**src/rtl/mem_stage_pkg.sv**
```systemverilog
// Shared codes for the MEM stage: funct3 access sizes, writeback selects, FSM states,
// and the byte-enable generator used for data-memory writes.
package mem_stage_pkg;

  localparam logic [2:0] MEM_B  = 3'b000;
  localparam logic [2:0] MEM_H  = 3'b001;
  localparam logic [2:0] MEM_W  = 3'b010;
  localparam logic [2:0] MEM_BU = 3'b100;
  localparam logic [2:0] MEM_HU = 3'b101;

  localparam logic [1:0] WB_MEM     = 2'b00;
  localparam logic [1:0] WB_ALU     = 2'b01;
  localparam logic [1:0] WB_PC      = 2'b10;
  localparam logic [1:0] WB_ALU_RSV = 2'b11;

  typedef enum logic {
    IDLE = 1'b0,
    WAIT = 1'b1
  } state_t;

  // Only size[1:0] matters: BU/HU share lanes with B/H.
  function automatic logic [3:0] be_gen(input logic [2:0] size, input logic [1:0] offset);
    case (size[1:0])
      2'b00:   be_gen = 4'b0001 << offset;
      2'b01:   be_gen = offset[1] ? 4'b1100 : 4'b0011;
      default: be_gen = 4'b1111;
    endcase
  endfunction

endpackage

```
**src/rtl/load_extend.sv**
```systemverilog
// Combinational load aligner: picks the byte/half lane from the read word and
// sign- or zero-extends it according to funct3.
module load_extend
  import mem_stage_pkg::*;
#(
  parameter int XLEN = 32
) (
  input  logic [XLEN-1:0] rdata,
  input  logic [2:0]      size,
  input  logic [1:0]      offset,
  output logic [XLEN-1:0] data
);

  logic [7:0]  byte_lane;
  logic [15:0] half_lane;

  always_comb begin
    case (offset)
      2'b00:   byte_lane = rdata[7:0];
      2'b01:   byte_lane = rdata[15:8];
      2'b10:   byte_lane = rdata[23:16];
      default: byte_lane = rdata[31:24];
    endcase
    // offset[0] is ignored for halves; misalignment is handled upstream.
    half_lane = offset[1] ? rdata[31:16] : rdata[15:0];
  end

  always_comb begin
    case (size)
      MEM_B:   data = {{(XLEN-8){byte_lane[7]}}, byte_lane};
      MEM_H:   data = {{(XLEN-16){half_lane[15]}}, half_lane};
      MEM_BU:  data = {{(XLEN-8){1'b0}}, byte_lane};
      MEM_HU:  data = {{(XLEN-16){1'b0}}, half_lane};
      MEM_W:   data = rdata;
      default: data = rdata;
    endcase
  end

endmodule

```
**src/rtl/mem_access_stage.sv**
```systemverilog
// RV32 MEM stage: req/ack data-memory handshake, B/H/W loads and stores, MEM/WB register.
// Optional macro MEM_MISALIGN_TRAP_EN turns misaligned H/W accesses into wb_exc retirements.
module mem_access_stage
  import mem_stage_pkg::*;
#(
  parameter int XLEN   = 32,
  parameter int ADDR_W = 32,
  parameter int PC_INC = 4
) (
  input  logic                clk,
  input  logic                rst_n,
  input  logic                in_valid,
  output logic                in_ready,
  input  logic [XLEN-1:0]     pc,
  input  logic [XLEN-1:0]     alu_in,
  input  logic [XLEN-1:0]     DataB_in,
  input  logic [31:0]         inst_in,
  input  logic                MemRd,
  input  logic                MemRW,
  input  logic [2:0]          MemSize,
  input  logic [1:0]          WBSel,
  input  logic                RegWEn,
  output logic                dmem_req,
  output logic                dmem_we,
  output logic [ADDR_W-1:0]   dmem_addr,
  output logic [XLEN/8-1:0]   dmem_be,
  output logic [XLEN-1:0]     dmem_wdata,
  input  logic                dmem_ack,
  input  logic [XLEN-1:0]     dmem_rdata,
  output logic                wb_valid,
  output logic [XLEN-1:0]     DataD,
  output logic [31:0]         inst_out,
  output logic                RegWEn_out,
  output logic                wb_exc
);

  function automatic logic [XLEN-1:0] store_lanes(input logic [2:0] size,
                                                  input logic [XLEN-1:0] d);
    case (size[1:0])
      2'b00:   store_lanes = {(XLEN/8){d[7:0]}};
      2'b01:   store_lanes = {(XLEN/16){d[15:0]}};
      default: store_lanes = d;
    endcase
  endfunction

  function automatic logic [XLEN-1:0] wb_mux(input logic [1:0]      sel,
                                             input logic [XLEN-1:0] mem_v,
                                             input logic [XLEN-1:0] alu_v,
                                             input logic [XLEN-1:0] pc_v);
    case (sel)
      WB_MEM:     wb_mux = mem_v;
      WB_PC:      wb_mux = pc_v + XLEN'(PC_INC);
      WB_ALU:     wb_mux = alu_v;
      WB_ALU_RSV: wb_mux = alu_v;
      default:    wb_mux = alu_v;
    endcase
  endfunction

  state_t            state;
  logic              is_mem;
  logic              misalign;
  logic              issue;

  logic [XLEN-1:0]   addr_p0;
  logic [XLEN-1:0]   wdata_p0;
  logic [XLEN-1:0]   pc_p0;
  logic [31:0]       inst_p0;
  logic [XLEN/8-1:0] be_p0;
  logic [2:0]        size_p0;
  logic [1:0]        wbsel_p0;
  logic              we_p0;
  logic              regwen_p0;

  logic [XLEN-1:0]   load_data;

  logic              retire;
  logic [XLEN-1:0]   nxt_data;
  logic [31:0]       nxt_inst;
  logic              nxt_wen;
  logic              nxt_exc;

  logic [XLEN-1:0]   data_p1;
  logic [31:0]       inst_p1;
  logic              vld_p1;
  logic              wen_p1;
  logic              exc_p1;

  // A store wins when both MemRd and MemRW are asserted.
  assign is_mem = MemRd | MemRW;

`ifdef MEM_MISALIGN_TRAP_EN
  assign misalign = is_mem &&
                    (((MemSize[1:0] == MEM_H[1:0]) && alu_in[0]) ||
                     ((MemSize[1:0] == MEM_W[1:0]) && (alu_in[1:0] != 2'b00)));
`else
  assign misalign = 1'b0;
`endif

  assign issue = (state == IDLE) && in_valid && is_mem && !misalign;

  // EX -> request register: held stable for the whole WAIT phase.
  always_ff @(posedge clk) begin
    if (issue) begin
      addr_p0   <= alu_in;
      wdata_p0  <= store_lanes(MemSize, DataB_in);
      be_p0     <= be_gen(MemSize, alu_in[1:0]);
      size_p0   <= MemSize;
      wbsel_p0  <= WBSel;
      we_p0     <= MemRW;
      regwen_p0 <= RegWEn;
      pc_p0     <= pc;
      inst_p0   <= inst_in;
    end
  end

  assign in_ready   = (state == IDLE);
  assign dmem_req   = (state == WAIT);
  assign dmem_we    = (state == WAIT) && we_p0;
  assign dmem_addr  = {addr_p0[ADDR_W-1:2], 2'b00};
  assign dmem_be    = be_p0;
  assign dmem_wdata = wdata_p0;

  load_extend #(
    .XLEN (XLEN)
  ) u_load_extend (
    .rdata  (dmem_rdata),
    .size   (size_p0),
    .offset (addr_p0[1:0]),
    .data   (load_data)
  );

  always_comb begin
    retire   = 1'b0;
    nxt_data = '0;
    nxt_inst = '0;
    nxt_wen  = 1'b0;
    nxt_exc  = 1'b0;
    if (state == WAIT) begin
      if (dmem_ack) begin
        retire   = 1'b1;
        nxt_data = wb_mux(wbsel_p0, load_data, addr_p0, pc_p0);
        nxt_inst = inst_p0;
        nxt_wen  = regwen_p0 && !we_p0;
      end
    end else if (in_valid) begin
      if (misalign) begin
        retire   = 1'b1;
        nxt_data = alu_in;
        nxt_inst = inst_in;
        nxt_exc  = 1'b1;
      end else if (!is_mem) begin
        retire   = 1'b1;
        nxt_data = wb_mux(WBSel, '0, alu_in, pc);
        nxt_inst = inst_in;
        nxt_wen  = RegWEn;
      end
    end
  end

  // FSM and MEM/WB register.
  always_ff @(posedge clk or negedge rst_n) begin
    if (!rst_n) begin
      state   <= IDLE;
      vld_p1  <= 1'b0;
      wen_p1  <= 1'b0;
      exc_p1  <= 1'b0;
      data_p1 <= '0;
      inst_p1 <= '0;
    end else begin
      if (state == IDLE) begin
        if (issue) state <= WAIT;
      end else if (dmem_ack) begin
        state <= IDLE;
      end
      vld_p1 <= retire;
      wen_p1 <= nxt_wen;
      exc_p1 <= nxt_exc;
      if (retire) begin
        data_p1 <= nxt_data;
        inst_p1 <= nxt_inst;
      end
    end
  end

  assign wb_valid   = vld_p1;
  assign DataD      = data_p1;
  assign inst_out   = inst_p1;
  assign RegWEn_out = wen_p1;
  assign wb_exc     = exc_p1;

endmodule
```
**config.mk**
```make
export PLATFORM = sky130hd
export DESIGN_NAME = mem_access_stage
export DESIGN_NICKNAME = d
export VERILOG_FILES = /design/src/rtl/mem_stage_pkg.sv /design/src/rtl/load_extend.sv /design/src/rtl/mem_access_stage.sv
export SDC_FILE = /design/constraint.sdc
export NUM_CORES = 1
export LEC_CHECK = 0
export BUFFER_PORTS_ARGS = -buffer_cell sky130_fd_sc_hd__buf_4
export CORE_ASPECT_RATIO = 1.2
export CORE_MARGIN = 2
export CORE_UTILIZATION = 45
export DETAILED_ROUTE_END_ITERATION = 8
export PLACE_DENSITY = 0.8
export SETUP_SLACK_MARGIN = 0.05
export SYNTH_ARGS = -nofsm -noshare
export SYNTH_HDL_FRONTEND = slang
export SYNTH_SLANG_ARGS = --single-unit
```
**constraint.sdc**
```tcl
create_clock -name clk -period 7.2 [get_ports clk]
set_input_delay 0 -clock clk [delete_from_list [all_inputs] [get_ports clk]]
set_output_delay 0 -clock clk [all_outputs]
set_load 0.02 [all_outputs]
```
==> results of run 1 <==
stage by stage:
stage	hold WS [ns]	utilization [%]	cell area (µm²)	total power, mW	setup slack, ns
3_5_place_dp	0.183	55.8	12400	2.38	4.38
6_report	0.0210	66.6	14800	3.59	3.86
5_1_grt	0.0465	66.6	14800	3.72	3.74
4_1_cts	0.00830	66.6	14800	3.58	3.89
2_1_floorplan	-0.296	-	10200	1.97	2.45
3_3_place_gp	0.181	55.8	12400	2.36	4.45
worst max-delay path, stage by stage, from the launching register on:
cell           delay [ns]
edfxtp_1             0.83
mux4_2               0.63
a32oi_1              0.21
o31a_1               0.68
a211o_1              0.18
o2111ai_1            0.10
dlygate4sd3_1        0.57
cells by family (layout without fill, tap and decap cells):
family	Yosys count	count (layout)	share of synthesized area, %
and+or+nand+nor	274	274	13.8
muxes	42	42	4.54
other	1	3	0.0369
xor gates and xnor gates	27	27	2.33
DFF	206	206	57.6
AOI/OAI and AO/OA	230	230	16.2
adders and majority gates	2	2	0.246
buffers and inverters	105	545	5.25
Yosys cell counts, types with 13 or more instances:
cell type,instances,area share (%)
edfxtp_1,139,41
clkbuf_1,41,1.5
nor2_1,18,0.66
o22ai_1,19,1.2
a22oi_1,35,2.6
buf_4,33,2.4
nor3_1,17,0.84
nor4_1,13,0.80
mux2_2,23,2.5
nand3_1,28,1.4
mux2i_1,18,1.8
a31oi_1,20,1.2
inv_1,20,0.74
o21ai_0,48,2.4
xnor2_1,17,1.5
nand2_1,112,4.1
and3_1,19,1.2
a21oi_1,14,0.69
nand4_1,13,0.80
dfrtp_1,67,17
flip-flops by register name, summed over array words and instances (netlist names):
register    flops
DataD          32
addr_p0        32
dmem_wdata     32
inst_out       32
inst_p0        32
pc_p0          32
dmem_be         4
size_p0         3
wbsel_p0        2
RegWEn_out      1
dmem_req        1
regwen_p0       1
wb_valid        1
we_p0           1
cells in the final DEF, fill, tap and decap left out, types with 6 or more instances in the layout:
master / count
buf_4: 315
dlygate4sd3_1: 169
edfxtp_1: 139
nand2_1: 112
dfrtp_1: 67
o21ai_0: 48
a22oi_1: 35
nand3_1: 28
mux2_2: 23
clkbuf_16: 23
inv_1: 20
a31oi_1: 20
o22ai_1: 19
and3_1: 19
mux2i_1: 18
nor2_1: 17
nor3_1: 17
xnor2_1: 17
a21oi_1: 14
nand4_1: 13
nor4_1: 13
nand2b_1: 11
a221oi_1: 11
o31a_1: 10
o221ai_1: 10
xor2_1: 10
clkbuf_1: 8
or3_1: 7
a221o_1: 7
nor2b_1: 6
and4_1: 6
o311ai_1: 6
per-layer routing:
metal  wire length (µm)  share of wire [%]
met1              13800                 37
met2              18600                 50
met3               3400                9.1
met4               1510                4.0
met5                  0                  0
cell type report:
class	count	area (µm²)	share of cell area, %
Sequential cell	206	5850	39.4
Timing Repair Buffer	484	4060	27.3
Multi-Input combinational cell	578	3800	25.6
Clock buffer	33	633	4.27
Tap cell	279	349	2.35
Inverter	20	75.1	0.506
Clock inverter	8	72.6	0.489
power by group:
part,switching (mW),internal [mW]
clock network,0.484,0.648
registers,0.116,1.44
logic,0.502,0.403
what timing repair did:
action	in CTS	in global routing
endpoints found under the hold margin	272	0
hold buffers	169	0
setup buffers	0	0
worst max-delay path by stage:
stage | startpoint | end | slack (ns) | cells past startpoint
CTS | addr_p0[1]$_DFFE_PP_ | DataD[16]$_DFFE_PN0P_ | 3.89 | 6
global placement | addr_p0[1]$_DFFE_PP_ | DataD[17]$_DFFE_PN0P_ | 4.45 | 5
detailed placement | addr_p0[1]$_DFFE_PP_ | DataD[17]$_DFFE_PN0P_ | 4.38 | 5
finish | addr_p0[1]$_DFFE_PP_ | DataD[16]$_DFFE_PN0P_ | 3.86 | 6
global route | addr_p0[1]$_DFFE_PP_ | DataD[16]$_DFFE_PN0P_ | 3.74 | 6
floorplan | dmem_req$_DFF_PN0_ | addr_p0[0]$_DFFE_PP_ | 2.45 | 2
==> metrics.log, run 1 <==
INFO  metric place.gp.congestion = about 0.98
INFO  metric power.ir.vdd_worst = between 0.2 and 0.25 mV
INFO  metric yosysUniqueCellTypes = 69
INFO  metric worst_setup_hold_path_clk_slew = about 0.060 ns
INFO  metric antennaDiodeCount = 0
INFO  metric cts-buffers-inserted = 23
INFO  metric vias_per_cell = around 6
INFO  metric status = finished, final reports clean
INFO  metric gr-usage-met2 = 52.8%
INFO  metric cts_num_sinks = between 200 and 250
INFO  metric cts_h_tree_depth = 1
INFO  metric die-area = about 0.024 mm²
INFO  metric timing_hold_violations_final = 0
INFO  metric wire_per_inst = roughly 23 µm
INFO  metric total_power_divided_by_cell_area = 242 mW/mm²
INFO  metric worst-path-max-fanout = 19
INFO  metric fp.coreArea = 0.0223 mm²
INFO  metric floorplan.die.width = approximately 140 µm
INFO  metric synth_seq_cells = between 200 and 250
INFO  metric placement.io_buffers = between 300 and 400
INFO  metric clock_insertion_delay_worst_skew = 0.52 ns
INFO  metric min_period = around 3.3 ns
INFO  metric num_io_pins = 310
INFO  metric worst_r2r_setup_slack = 3.86 ns
INFO  metric timing.hold.worst.start = dmem_rdata[24]
INFO  metric min_to = DataD[24]$_DFFE_PN0P_
INFO  metric max_capacitance_violation_total = 0
INFO  metric ys_warn_count = 0
INFO  metric worstRegToRegCells = 6
INFO  metric worst_r2r_startpoint = addr_p0[1]$_DFFE_PP_
INFO  metric max_slew.worst_pin.slew = around 1.2 ns
INFO  metric synth-edff-count = roughly 140
INFO  metric route.final.wire_length = between 30000 and 40000 µm
INFO  metric peak_usage_layer_in_the_global_routing_report = met2
INFO  metric synthesized_instance_count = ~890
INFO  metric synth.yosys.seq_area_share = roughly 58%
INFO  metric drc = 0
INFO  metric min_delay_worst_type = in2reg
INFO  metric detailedRoute.firstIterationViolations = 956
INFO  metric drive_above_1_share = 29.7%
INFO  metric timing.setup.tns = 0 ns
INFO  metric tritoncts = yes
INFO  metric n_fill_cell = 1601
INFO  metric globalRouteOverflowTotal = 0
INFO  metric critical_path.startpoint_type = flop
INFO  metric maximum_number_of_pins_on_one_net_before_global_route_repair = 78
INFO  metric critPathRequiredTime = about 7.6 ns
INFO  metric layout_worst_path_cycle_share = approximately 46%
INFO  metric grt.met3_usage = under 10%
INFO  metric cts_root_buffer = clkbuf_16
INFO  metric dominant_synthesized_flop_cell = edfxtp_1
INFO  metric final_max_slew_viol_count = 0
INFO  metric area_growth = 46.0%
INFO  metric finish.cell_count_without_fillers = approximately 1600
INFO  metric vias_post_dr = around 9600
INFO  metric achievable-frequency = 299 MHz
INFO  metric dp_hpwl = about 24000 µm
INFO  metric die_height = about 170 µm
INFO  metric worst_hold_path.num_cells = 4
INFO  metric ctsLongestPathBuffers = 3
INFO  metric detailedRoute.firstPassIterationCount = 6
INFO  metric placementRows = 60
INFO  metric asyncSetResetFlopFracSynth = roughly 33%
INFO  metric max_slew_margin = roughly 22%
INFO  metric post-place-cells = 1398
INFO  metric finalSetupViolCount = 0
INFO  metric antenna_violations_before_repair = 0
INFO  metric drtAntennaViolNets = 0
INFO  metric worst_clock_skew = 0.00976 ns
INFO  metric global_route_track_usage_on_met1 = 38.3%
INFO  metric mappedNetlistArea = just over 0.01 mm²
INFO  metric unrepaired_setup_endpoints_after_global_routing = false
INFO  metric post_cts.resized_instances = 0
INFO  metric cp_arrival = about 3.7 ns
INFO  metric via_count_of_the_first_global_routing_pass = 9735
INFO  metric starting_utilization_of_the_core_area = between 40% and 50%
INFO  metric overall_track_demand_over_capacity_in_global_routing = 30.7%
INFO  metric grt_pass1_wl = roughly 57000 µm
INFO  metric setup.worst_path.class = reg2reg
INFO  metric layout_net_count = around 1500
INFO  metric sort_of_element_at_the_end_of_the_critical_path = flop
INFO  metric post_synth.cell_area_avg = ~11 µm²
INFO  metric p_leak = roughly 6 nW
INFO  metric r2r_end = DataD[16]$_DFFE_PN0P_
No activity file was read; power rests on OpenSTA's default activity.
==> run 2, diff against run 1 <==
--- a/config.mk
+++ b/config.mk
@@ -10,7 +10,7 @@
 export CORE_MARGIN = 2
 export CORE_UTILIZATION = 45
 export DETAILED_ROUTE_END_ITERATION = 8
-export PLACE_DENSITY = 0.8
+export PLACE_DENSITY = 0.77
 export SETUP_SLACK_MARGIN = 0.05
 export SYNTH_ARGS = -nofsm -noshare
 export SYNTH_HDL_FRONTEND = slang
==> constraint.sdc (replaced) <==
create_clock -name clk -period 3.16 [get_ports clk]
set_input_delay 0 -clock clk [delete_from_list [all_inputs] [get_ports clk]]
set_output_delay 0 -clock clk [all_outputs]
set_load 0.02 [all_outputs]
==> run 2 against run 1 <==
Via count fell by 0.46%. Cell count rose by 0.19%. Clock-buffer cell count fell by 1. Sequential share of layout area fell by 0.34 points. Maximum frequency rose by 34%. Power rose by 130%. Clock skew rose by 0.0067 ns. Sequential cell count did not move. Critical path type unchanged. Critical endpoint is now DataD[24]$_DFFE_PN0P_. Largest cell class unchanged.
==> metrics.log, run 2 (synthesis results as in run 1) <==
INFO  metric tritoncts = yes
INFO  metric maximum_number_of_pins_on_one_net_before_global_route_repair = 71
INFO  metric antenna_violations_before_repair = 0
INFO  metric drc = 0
INFO  metric switching_share = 29.7%
INFO  metric vias_post_dr = 9585
INFO  metric min_period = 2.50 ns
INFO  metric netSwitchingPower = between 2 and 2.5 mW
INFO  metric place_area = between 0.01 and 0.015 mm²
INFO  metric internal_power = 5.87 mW
INFO  metric post_cts.resized_instances = 0
INFO  metric drive_above_1_share = a little under a third
INFO  metric ctsLongestPathBuffers = 3
INFO  metric max_slew_margin = around 35%
INFO  metric timing_hold_violations_final = 0
INFO  metric layout_net_count = roughly 1500
INFO  metric p_clk_share = about a third
INFO  metric place.gp.congestion = ~0.9
INFO  metric p_total = approximately 8.3 mW
INFO  metric worst_clock_skew = ~0.017 ns
INFO  metric antennaDiodeCount = 0
INFO  metric vias_per_cell = 5.95
INFO  metric min_delay_worst_type = in2reg
INFO  metric timing.setup.tns = 0 ns
INFO  metric final_design_area_no_fill = 0.0150 mm²
INFO  metric path_cells = ha_1 -> nand3_2 -> or4_4 -> or4_1 -> a31o_1 -> o211ai_2
INFO  metric unrepaired_setup_endpoints_after_global_routing = false
INFO  metric max_slew.worst_pin.slew = 0.982 ns
INFO  metric finalSetupViolCount = 0
INFO  metric overall_track_demand_over_capacity_in_global_routing = between 30% and 40%
INFO  metric n_fill_cell = ~1600
INFO  metric grt_pass1_wl = around 56000 µm
INFO  metric total_power_divided_by_cell_area = approximately 560 mW/mm²
INFO  metric cts_h_tree_depth = 1
INFO  metric cts-buffers-inserted = 23
INFO  metric post_cts.repair.setup_buffers = 0
INFO  metric num_io_pins = between 300 and 400
INFO  metric dp_hpwl = around 25000 µm
INFO  metric timing.critical_path.slowest_stage_cell = or4_4
INFO  metric globalRouteOverflowTotal = 0
INFO  metric route.final.wire_length = 36900 µm
INFO  metric finish.utilization = 67.1%
INFO  metric cp_arrival = about 3 ns
INFO  metric status = finished, final reports clean
INFO  metric final_common_cell = buf_4
INFO  metric worst_setup_hold_path_clk_slew = 0.06 ns
INFO  metric cts_num_sinks = just over 200
INFO  metric cts_root_buffer = clkbuf_16
INFO  metric sort_of_element_at_the_end_of_the_critical_path = flop
INFO  metric placementRows = 60
INFO  metric crit_family = simple AND/OR/NAND/NOR gates
INFO  metric final_cell_mix = buf_4, dlygate4sd3_1, edfxtp_1, nand2_1, dfrtp_1
INFO  metric p_leak = 6.14 nW
INFO  metric post_cts_hold_buffer_count = 165
INFO  metric critical_path.startpoint_type = flop
INFO  metric drtAntennaViolNets = 0
INFO  metric fp.coreArea = around 0.022 mm²
INFO  metric setup.worst_path.class = reg2reg
INFO  metric worst-path-max-fanout = 13
INFO  metric critPathRequiredTime = between 3 and 4 ns
INFO  metric floorplan.die.width = 141 µm
INFO  metric achievable-frequency = 400 MHz
INFO  metric layout_worst_path_cycle_share = around four fifths
INFO  metric clock_insertion_delay_worst_skew = slightly above 0.5 ns
INFO  metric final_max_slew_viol_count = 0
INFO  metric max_capacitance_violation_total = 0
INFO  metric fin_worst_hold_slack = just under 0.02 ns
INFO  metric detailedRoute.firstIterationViolations = between 800 and 900
INFO  metric critical_path.n_buffers_inverters = 0
INFO  metric share_seq_of_total_power = a little over two fifths
INFO  metric via_count_of_the_first_global_routing_pass = roughly 9800
INFO  metric die_height = between 150 and 200 µm
INFO  metric cpPeakStageDelay = 0.69 ns
INFO  metric die-area = between 0.02 and 0.025 mm²
INFO  metric area_growth = 47.3%
INFO  metric combPwrFrac = about a quarter
INFO  metric wire_per_inst = approximately 23 µm
INFO  metric starting_utilization_of_the_core_area = a little under half
INFO  metric detailedRoute.firstPassIterationCount = 5
INFO  metric power.ir.vdd_worst = 0.487 mV
INFO  metric placement.io_buffers = around 310
==> run 2: cell count changes in the layout (fill, tap and decap cells not counted) <==
cell and delta:
dfrtp_2 +1, clkbuf_8 +5, dfrtp_1 -1, buf_12 +3, dlygate4sd3_1 -4, bufinv_16 +1
nor2_4 +1, nor2_2 -1, buf_4 +4, clkbuf_1 -6
==> run 2: power groups by stage <==
stage | registers [mW] | clock network [mW] | logic (mW)
5_1_grt | 3.56 | 2.88 | 2.20
3_5_place_dp | 3.55 | 0 | 1.88
6_report | 3.52 | 2.74 | 2.07
4_1_cts | 3.51 | 2.78 | 2.05
2_1_floorplan | 3.84 | 0 | 0.637
3_3_place_gp | 3.55 | 0 | 1.84
==> run 2: worst paths after layout <==
| path | from | end | slack [ns] | cells past startpoint |
|---|---|---|---|---|
| max | pc_p0[2]$_DFFE_PP_ | DataD[24]$_DFFE_PN0P_ | 0.66 | 6 |
| max reg2reg | pc_p0[2]$_DFFE_PP_ | DataD[24]$_DFFE_PN0P_ | 0.66 | 6 |
| max in group asynchronous | rst_n | dmem_req$_DFF_PN0_ | 2.28 | 2 |
| min | dmem_rdata[21] | DataD[21]$_DFFE_PN0P_ | 0.02 | 4 |
| min in group asynchronous | rst_n | DataD[1]$_DFFE_PN0P_ | 0.20 | 2 |
| min reg2reg | inst_p0[29]$_DFFE_PP_ | inst_out[29]$_DFFE_PN0P_ | 0.47 | 2 |
==> run 2: layout make-up <==
| type | instances | area [µm²] | share of cell area (%) |
|---|---|---|---|
| clock buffer | 32 | 679 | 4.54 |
| tap | 279 | 349 | 2.33 |
| inverter | 20 | 75.1 | 0.501 |
| sequential | 206 | 5850 | 39.1 |
| clock inverter | 9 | 103 | 0.685 |
| multi-input combinational | 578 | 3810 | 25.4 |
| timing repair buffer | 487 | 4110 | 27.4 |
==> run 2: worst min-delay path, cell delays in order <==
cell and delay, ns:
buf_4 0.14, o22ai_1 0.11, a311o_1 0.14, o211ai_1 0.08
==> run 2: layer usage <==
metal | vias up | global-route usage [%] | part of all wire [%]
met2 | 551 | 51.9 | 50
met1 | 4709 | 37.2 | 37
met5 | - | 0 | 0
li1 | 4241 | - | -
met3 | 84 | 6.34 | 8.8
met4 | 0 | 11.8 | 3.8
==> run 2: through the flow <==
stage               cells  setup slack [ns]
floorplan             889           -0.0280
global placement     1405             0.754
detailed placement   1405             0.695
CTS                  1611             0.672
global route         1611             0.552
finish               1611             0.658
==> run 3, diff against run 2 <==
--- a/config.mk
+++ b/config.mk
@@ -10,7 +10,7 @@
 export CORE_MARGIN = 2
 export CORE_UTILIZATION = 45
 export DETAILED_ROUTE_END_ITERATION = 8
-export PLACE_DENSITY = 0.77
+export PLACE_DENSITY = 0.8
 export SETUP_SLACK_MARGIN = 0.05
 export SYNTH_ARGS = -nofsm -noshare
 export SYNTH_HDL_FRONTEND = slang
==> constraint.sdc (replaced) <==
create_clock -name clk -period 2.22 [get_ports clk]
set_input_delay 0 -clock clk [delete_from_list [all_inputs] [get_ports clk]]
set_output_delay 0 -clock clk [all_outputs]
set_load 0.02 [all_outputs]
==> run 3 against run 2 <==
The flow now finishes with violations (negative setup slack). Core utilization up 1.7 points. Clock power up 29%. Register-to-register slack worse by 0.68 ns. Sequential power up 43%. Sequential share of layout area down 0.97 points. Power up 39%. Die area unchanged. Largest power group unchanged. Non-clock buffer count up 44. Maximum frequency up 11%.
==> metrics.log, run 3 (synthesis results as in run 1) <==
INFO  metric cts-buffers-inserted = 22
INFO  metric status = finished, violations left
INFO  metric ctsLongestPathBuffers = 3
INFO  metric finish.cell_count_without_fillers = about 1700
INFO  metric min_period = between 2 and 2.5 ns
INFO  metric timing.critical_path.mode_cell = or4_4
INFO  metric cts_root_buffer = clkbuf_16
INFO  metric cp_arrival = 2.61 ns
INFO  metric via_count_of_the_first_global_routing_pass = between 10000 and 15000
INFO  metric fp.coreArea = roughly 0.022 mm²
INFO  metric drtAntennaViolNets = 0
INFO  metric finalSetupViolCount = 4
INFO  metric dp_hpwl = between 20000 and 30000 µm
INFO  metric die-area = 0.0238 mm²
INFO  metric final_cell_mix = buf_4, dlygate4sd3_1, edfxtp_1, nand2_1, dfrtp_1
INFO  metric setup.worst_path.class = reg2reg
INFO  metric layout_net_count = roughly 1500
INFO  metric cpPeakStageDelay = between 0.6 and 0.7 ns
INFO  metric crit_family = simple AND/OR/NAND/NOR gates
INFO  metric path_cells = buf_4 -> nand4_1 -> or4_4 -> buf_6 -> or4_4 -> a21oi_2 -> o311ai_1
INFO  metric detailedRoute.firstIterationViolations = around 960
INFO  metric critical_path.n_buffers_inverters = 2
INFO  metric switching_share = between 30 and 40%
INFO  metric unrepaired_setup_endpoints_after_global_routing = true
INFO  metric place.gp.congestion = ~0.95
INFO  metric area_growth = 51.1%
INFO  metric detailedRoute.firstPassIterationCount = 5
INFO  metric share_seq_of_total_power = between 40% and 50%
INFO  metric globalRouteOverflowTotal = 0
INFO  metric p_clk_share = between 30% and 40%
INFO  metric max_slew_margin = between 50% and 60%
INFO  metric total_power_divided_by_cell_area = roughly 760 mW/mm²
INFO  metric fin_worst_hold_slack = between 0.04 and 0.05 ns
INFO  metric worst-path-max-fanout = 7
INFO  metric cts_h_tree_depth = 1
INFO  metric cts_num_sinks = 206
INFO  metric max_slew.worst_pin.slew = 0.671 ns
INFO  metric post-place-cells = roughly 1400
INFO  metric sort_of_element_at_the_end_of_the_critical_path = flop
INFO  metric grt_pass1_wl = ~58000 µm
INFO  metric vias_post_dr = around 9700
INFO  metric wire_per_inst = about 23 µm
INFO  metric num_io_pins = 310
INFO  metric clock_insertion_delay_worst_skew = just over 0.5 ns
INFO  metric power.ir.vdd_worst = between 0.7 and 0.8 mV
INFO  metric final_max_slew_viol_count = 0
INFO  metric final_common_cell = buf_4
INFO  metric maximum_number_of_pins_on_one_net_before_global_route_repair = around 70
INFO  metric final_design_area_no_fill = between 0.015 and 0.02 mm²
INFO  metric violations = negative setup slack
INFO  metric placementRows = 60
INFO  metric tritoncts = yes
INFO  metric internal_power = between 8 and 9 mW
INFO  metric overall_track_demand_over_capacity_in_global_routing = approximately a third
INFO  metric die_height = 169 µm
INFO  metric min_delay_worst_type = in2reg
INFO  metric combPwrFrac = between 20% and 30%
INFO  metric floorplan.die.width = 141 µm
INFO  metric layout_worst_path_cycle_share = 101%
INFO  metric drc = 0
INFO  metric max_capacitance_violation_total = 0
INFO  metric netSwitchingPower = about 3.6 mW
INFO  metric worst_clock_skew = 0.0140 ns
INFO  metric starting_utilization_of_the_core_area = between 40 and 50%
INFO  metric critical_path.startpoint_type = flop
INFO  metric p_total = 11.6 mW
INFO  metric drive_above_1_share = about a third
INFO  metric worst_setup_hold_path_clk_slew = 0.06 ns
INFO  metric p_leak = 6.34 nW
INFO  metric place_area = between 0.01 and 0.015 mm²
INFO  metric critPathRequiredTime = about 2.6 ns
INFO  metric final_critical_path_setup_slack = -0.0270 ns
INFO  metric timing.critical_path.slowest_stage_cell = or4_4
INFO  metric timing_hold_violations_final = 0
INFO  metric achievable-frequency = ~450 MHz
INFO  metric timing.setup.tns = -0.0626 ns
INFO  metric placement.io_buffers = between 300 and 400
INFO  metric route.final.wire_length = between 30000 and 40000 µm
INFO  metric vias_per_cell = approximately 6
INFO  metric antenna_violations_before_repair = 1
==> run 3: path summary, 6_finish.rpt <==
check | slack [ns] | startpoint | to | cells past startpoint
max in group asynchronous | 1.81 | rst_n | wb_valid$_DFF_PN0_ | 3
min in group asynchronous | 0.06 | rst_n | DataD[24]$_DFFE_PN0P_ | 3
hold / removal | 0.05 | dmem_rdata[24] | DataD[24]$_DFFE_PN0P_ | 4
hold reg to reg | 0.46 | inst_p0[10]$_DFFE_PP_ | inst_out[10]$_DFFE_PN0P_ | 2
setup / recovery | -0.03 | pc_p0[3]$_DFFE_PP_ | DataD[23]$_DFFE_PN0P_ | 7
setup reg to reg | -0.03 | pc_p0[3]$_DFFE_PP_ | DataD[23]$_DFFE_PN0P_ | 7
==> run 3: final cells by class <==
type / count / area [µm²]
Fill cell: 1558 / 6940
Sequential cell: 206 / 5850
Timing Repair Buffer: 531 / 4480
Multi-Input combinational cell: 579 / 3920
Clock buffer: 26 / 587
Tap cell: 279 / 349
Clock inverter: 14 / 87.6
Inverter: 20 / 75.1
Antenna cell: 2 / 5.00
==> run 3: per-stage QoR <==
| stage | setup WS (ns) | util [%] |
|---|---|---|
| floorplan | -0.968 | - |
| global placement | 0.0793 | 57.6 |
| detailed placement | 0.0213 | 57.6 |
| CTS | 0.0000930 | 68.0 |
| global route | -0.0873 | 68.8 |
| finish | -0.0270 | 68.9 |
==> run 3: layer usage <==
metal  vias to the layer above  track usage [%]  wire (µm)
li1                       4333                -          -
met1                      4708             38.6      14600
met2                       530             54.2      19300
met3                       103             5.63       3080
met4                         0             14.4       1710
met5                         -                0          0
==> run 3: what timing repair did <==
| action | CTS | global route |
|---|---|---|
| gates cloned | 0 | 1 |
| pin swaps | 0 | 13 |
| setup endpoints to repair | 2 | 11 |
| hold buffers | 164 | 0 |
| gates resized for setup | 1 | 23 |
| buffers inserted | 0 | 10 |
| hold endpoints to repair | 272 | 0 |
==> run 3: worst min-delay path, stage by stage <==
cell and delay, ns:
buf_4 0.10, o22ai_1 0.08, a31o_1 0.20, o211ai_2 0.12
==> run 3: power groups by stage <==
stage	combinational, mW	clock (mW)	sequential, mW
CTS	2.97	3.56	5.01
global route	3.23	3.71	5.07
finish	3.05	3.53	5.03
floorplan	0.908	0	5.46
global placement	2.68	0	5.06
detailed placement	2.73	0	5.06
